### src/rtl/pulse_generator.sv
//==============================================================================
// pulse_generator: drives a control line with a programmed train of pulses.
// Revision: 1.0
//==============================================================================
`default_nettype none

module pulse_generator #(
  parameter int   WIDTH_MAX       = 100,
  parameter int   PULSE_NUM_WIDTH = 8,
  parameter logic IDLE_LEVEL      = 1'b0,
  localparam int  COUNTER_WIDTH   = $clog2(WIDTH_MAX + 1)
) (
  input  logic                       clk,
  input  logic                       rst,
  input  logic                       start,
  input  logic                       abort,
  input  logic [COUNTER_WIDTH-1:0]   high_cycles,
  input  logic [COUNTER_WIDTH-1:0]   low_cycles,
  input  logic [PULSE_NUM_WIDTH-1:0] pulse_num,
  output logic                       pulse_out,
  output logic                       busy,
  output logic                       done,
  output logic [PULSE_NUM_WIDTH-1:0] pulse_index
);

  localparam logic [1:0] S_IDLE   = 2'd0;
  localparam logic [1:0] S_ACTIVE = 2'd1;
  localparam logic [1:0] S_GAP    = 2'd2;

  localparam logic [COUNTER_WIDTH-1:0] c_cnt_one = COUNTER_WIDTH'(1);

  logic [1:0]                 r_state, w_state_nx;
  logic [COUNTER_WIDTH-1:0]   r_cnt, w_cnt_nx;
  logic [COUNTER_WIDTH-1:0]   r_hi, w_hi_nx;
  logic [COUNTER_WIDTH-1:0]   r_lo, w_lo_nx;
  logic [PULSE_NUM_WIDTH-1:0] r_num, w_num_nx;
  logic [PULSE_NUM_WIDTH-1:0] r_idx, w_idx_nx;
  logic                       r_pend, w_pend_nx;
  logic                       w_finish;
  logic                       w_pulse_nx, w_busy_nx, w_done_nx;

  // All outputs are registered so the line toggles glitch-free on clk.
  always_ff @(posedge clk or posedge rst) begin
    if (rst) begin
      r_state   <= S_IDLE;
      r_cnt     <= '0;
      r_hi      <= '0;
      r_lo      <= '0;
      r_num     <= '0;
      r_idx     <= '0;
      r_pend    <= 1'b0;
      pulse_out <= IDLE_LEVEL;
      busy      <= 1'b0;
      done      <= 1'b0;
    end else begin
      r_state   <= w_state_nx;
      r_cnt     <= w_cnt_nx;
      r_hi      <= w_hi_nx;
      r_lo      <= w_lo_nx;
      r_num     <= w_num_nx;
      r_idx     <= w_idx_nx;
      r_pend    <= w_pend_nx;
      pulse_out <= w_pulse_nx;
      busy      <= w_busy_nx;
      done      <= w_done_nx;
    end
  end

  always_comb begin
    w_state_nx = r_state;
    w_cnt_nx   = r_cnt;
    w_hi_nx    = r_hi;
    w_lo_nx    = r_lo;
    w_num_nx   = r_num;
    w_idx_nx   = r_idx;
    w_pend_nx  = 1'b0;
    w_finish   = 1'b0;
    case (r_state)
      S_IDLE: begin
        if (start && !abort) begin
          w_hi_nx  = high_cycles;
          w_lo_nx  = low_cycles;
          w_num_nx = pulse_num;
          w_idx_nx = '0;
          // An empty train completes without ever going busy; done follows a cycle later.
          if (pulse_num == '0 || high_cycles == '0) begin
            w_pend_nx = 1'b1;
          end else begin
            w_state_nx = S_ACTIVE;
            w_cnt_nx   = c_cnt_one;
          end
        end
      end
      S_ACTIVE: begin
        if (abort) begin
          w_state_nx = S_IDLE;
          w_cnt_nx   = '0;
        end else if (r_cnt == r_hi) begin
          w_idx_nx = r_idx + 1'b1;
          w_cnt_nx = c_cnt_one;
          if (w_idx_nx == r_num) begin
            w_state_nx = S_IDLE;
            w_cnt_nx   = '0;
            w_finish   = 1'b1;
          end else if (r_lo == '0) begin
            w_state_nx = S_ACTIVE;
          end else begin
            w_state_nx = S_GAP;
          end
        end else begin
          w_cnt_nx = r_cnt + 1'b1;
        end
      end
      S_GAP: begin
        if (abort) begin
          w_state_nx = S_IDLE;
          w_cnt_nx   = '0;
        end else if (r_cnt == r_lo) begin
          w_state_nx = S_ACTIVE;
          w_cnt_nx   = c_cnt_one;
        end else begin
          w_cnt_nx = r_cnt + 1'b1;
        end
      end
      default: begin
        w_state_nx = S_IDLE;
        w_cnt_nx   = '0;
      end
    endcase
  end

  always_comb begin
    w_pulse_nx = (w_state_nx == S_ACTIVE) ? ~IDLE_LEVEL : IDLE_LEVEL;
    w_busy_nx  = (w_state_nx != S_IDLE);
    w_done_nx  = w_finish | r_pend;
  end

  assign pulse_index = r_idx;

endmodule

`default_nettype wire

### config.mk
export PLATFORM = sky130hd
export DESIGN_NAME = pulse_generator
export DESIGN_NICKNAME = d
export VERILOG_FILES = /design/src/rtl/pulse_generator.sv
export SDC_FILE = /design/constraint.sdc
export NUM_CORES = 1
export LEC_CHECK = 0
export BUFFER_PORTS_ARGS = -buffer_cell sky130_fd_sc_hd__buf_2
export CORE_UTILIZATION = 30
export CTS_CLUSTER_SIZE = 28
export DETAILED_ROUTE_END_ITERATION = 8
export HOLD_SLACK_MARGIN = 0.06
export SLEW_MARGIN = 20
export SYNTH_ARGS = -nofsm -noshare
export SYNTH_HDL_FRONTEND = slang
export SYNTH_SLANG_ARGS = --single-unit
### constraint.sdc
create_clock -name clk -period 2.3 [get_ports clk]
set_input_delay 0.23 -clock clk [delete_from_list [all_inputs] [get_ports clk]]
set_output_delay 0.23 -clock clk [all_outputs]
set_load 0.02 [all_outputs]
==> metrics.txt <==
post-DP HPWL about 4200 microns; Max Cap Violations 0; RSZ-0062 raised after global routing no; Switching Fraction between 30 and 40%; Post-synth EDFFs 0; Worst Setup Path Type reg -> reg; total core area 0.00822 sq mm; syn_area_per_cell 10.9 sq um; CTS tree yes; Ys Warns 0; FF-to-FF setup slack 260 ps; slowest CP cell dfrtp_1; critical-path cell list ha_1 -> nand3_2 -> nor3_1 -> a211oi_2 -> a211oi_4 -> o221ai_1; number of global-route vias before repair approximately 1800; Least-Margin Pin Slew 612 ps; total wire length roughly 5400 microns; share of layout cells above drive strength 1 26.5%; Fill cells 807; fin crit share about 90%; Max Slew Vio Count 0; combinational share of power 29.0%; FF+latch count, synth 43; Final setup viols 0; Clk pin slew, worst setup/hold paths ~90 ps; leading cell type in the layout, fill and taps excluded dfrtp_1; root buf cell clkbuf_8; Setup Buffers After CTS 0; Worst path max stage delay 480 ps; Post-Syn Area 0.00254 sq mm; Final Hold Vio Count 0; setup ws final 259 ps; worst rel slew slack 59.0%; largest net degree at the start of global routing 44; Die Wd 94.1 microns; row cnt 33; Overflow after GRT 0; drt via density 5.13; Antenna Nets Post-Route 0; sequential element share of the synthesized area between 40% and 50%; Crit path max-delay family compound AO/OA/AOI/OAI gates; vias post-DR 1913; drt initial violations slightly below 90; Reg power frac 49.0%; outcome completed; area delta synth->final 14.4%; Place WS 274 ps; Yosys cell types 55; PortBufs 36; Worst Hold Class in -> async; post-CTS resize count 0; final net count 295; CP Buf/Inv Count 0; Mapped Cells 234; Die Area 0.00885 sq mm; FMAX 490 MHz; clk_lat worst skew roughly 300 ps; gp weighted congestion 0.779; min Tclk post-route 2040 ps; first-pass GRT wire length 8970 microns; Initial Util 30.9%; worst vdd ir roughly 320 uV; Sw Pwr roughly 740 uW; most frequent cells in the layout dfrtp_1 (43), buf_2 (36), xnor2_1 (23), mux2_1 (17), nor2_1 (14); Ports 37; # DRC 0; CP required 2460 ps; Top FF cell, synth dfrtp_1; Synth async-reset ratio 100%; Crit path arrival time between 2000 and 2500 ps; crit path capture type flip-flop; cts bufs inserted 5; clk sink count 43; Pre-Repair DR Iteration Count 4; power density over cell area between 700 and 800 mW/mm^2; H-tree levels 2; leak pwr 0.00116 uW; Crit Path Max Fanout 8; Setup Skew 7.01 ps; Global Route Usage Sum 13.3%; n_diodes 0; DIE HEIGHT approximately 94 microns; CTS Hold Bufs 0; clock share of power ~22%; clock buffer depth 2; Avg WL per Cell between 10 and 15 microns; antenna violations before repair 0; setup TNS 0 ps; Power Internal 1430 uW; Worst setup SP type flip-flop; syn_nets 262
## cell usage after synthesis (all sizes together) (4+ instances only)
library cell	n	area (sq um)
nor2b	4	25.0
inv	4	15.0
xnor2	24	218
nor3	5	35.0
a31oi	5	37.5
o21ai	5	32.5
mux2	23	259
nand3	9	55.1
a22o	5	43.8
or4	5	37.5
buf	13	72.6
nand2	11	41.3
nand4	6	37.5
a221o	4	40.0
nor4	4	58.8
dfrtp	43	1080
a21oi	8	40.0
nor2	14	52.6
## area by class of cell
class                   instances  area, sq um  share of cell area (%)
inverters                       4         15.0                   0.516
well taps                     105          131                    4.52
clock inverters                 2         12.5                   0.430
clock buffers                   6         72.6                    2.49
multi-input cells             172         1370                    47.1
repair buffers                 41          230                    7.91
flip-flops and latches         43         1080                    37.0
## logic make-up after synthesis
logic type,count (synthesis),share of synthesized area (%)
adders and majority gates,2,0.984
xor gates and xnor gates,26,9.25
muxes,23,10.2
DFF,43,42.3
buffers and inverters,19,3.74
and+or+nand+nor,75,18.4
AOI/OAI and AO/OA,46,15.2
## registers in the layout (all words and copies together) (netlist names)
name	count
done	1
pulse_out	1
r_lo	7
r_num	8
busy	1
r_cnt	7
r_state	2
pulse_index	8
r_pend	1
r_hi	7
## power by group through the flow
stage | Sequential [uW] | Clock [uW] | Combinational, uW
final | 1060 | 476 | 628
after global routing | 1080 | 515 | 698
after CTS | 1060 | 496 | 637
after detailed placement | 1080 | 0 | 635
after global placement | 1080 | 0 | 619
after floorplan | 1040 | 0 | 499
## layer usage
layer  global-route usage [%]  vias up  share of wire, %
li1                         -      941                 -
met1                     18.8      923                50
met2                     20.6       43                45
met3                     2.59        6               4.3
met4                     3.46        0               1.0
met5                        0        -                 0
## worst reg2reg max path, delay by kind of cell, from the launching register on
family,cells,cell delay (ps)
simple gates,2,420
fa+ha+maj,1,360
flops,1,480
compound gates,3,640
## final timing paths
kind,endpoint,from,depth (start not counted)
min in group clk,r_lo[1],low_cycles[1],2
min,r_lo[1],rst,3
min reg2reg,done,r_pend,1
max in group asynchronous,pulse_index[2],rst,3
max,r_state[0],pulse_index[1],6
max reg2reg,r_state[0],pulse_index[1],6
## per-stage QoR
step	instances	util (%)	area [sq um]	hold WS, ps	total power, uW
after floorplan	234	-	2540	365	1530
after global placement	365	34.4	2820	396	1690
after detailed placement	365	34.4	2820	398	1710
after CTS	373	35.4	2910	66.1	2190
after global routing	373	35.4	2910	110	2300
final	373	35.4	2910	43.2	2160
Note: power is estimated with default switching activity, not from simulation.
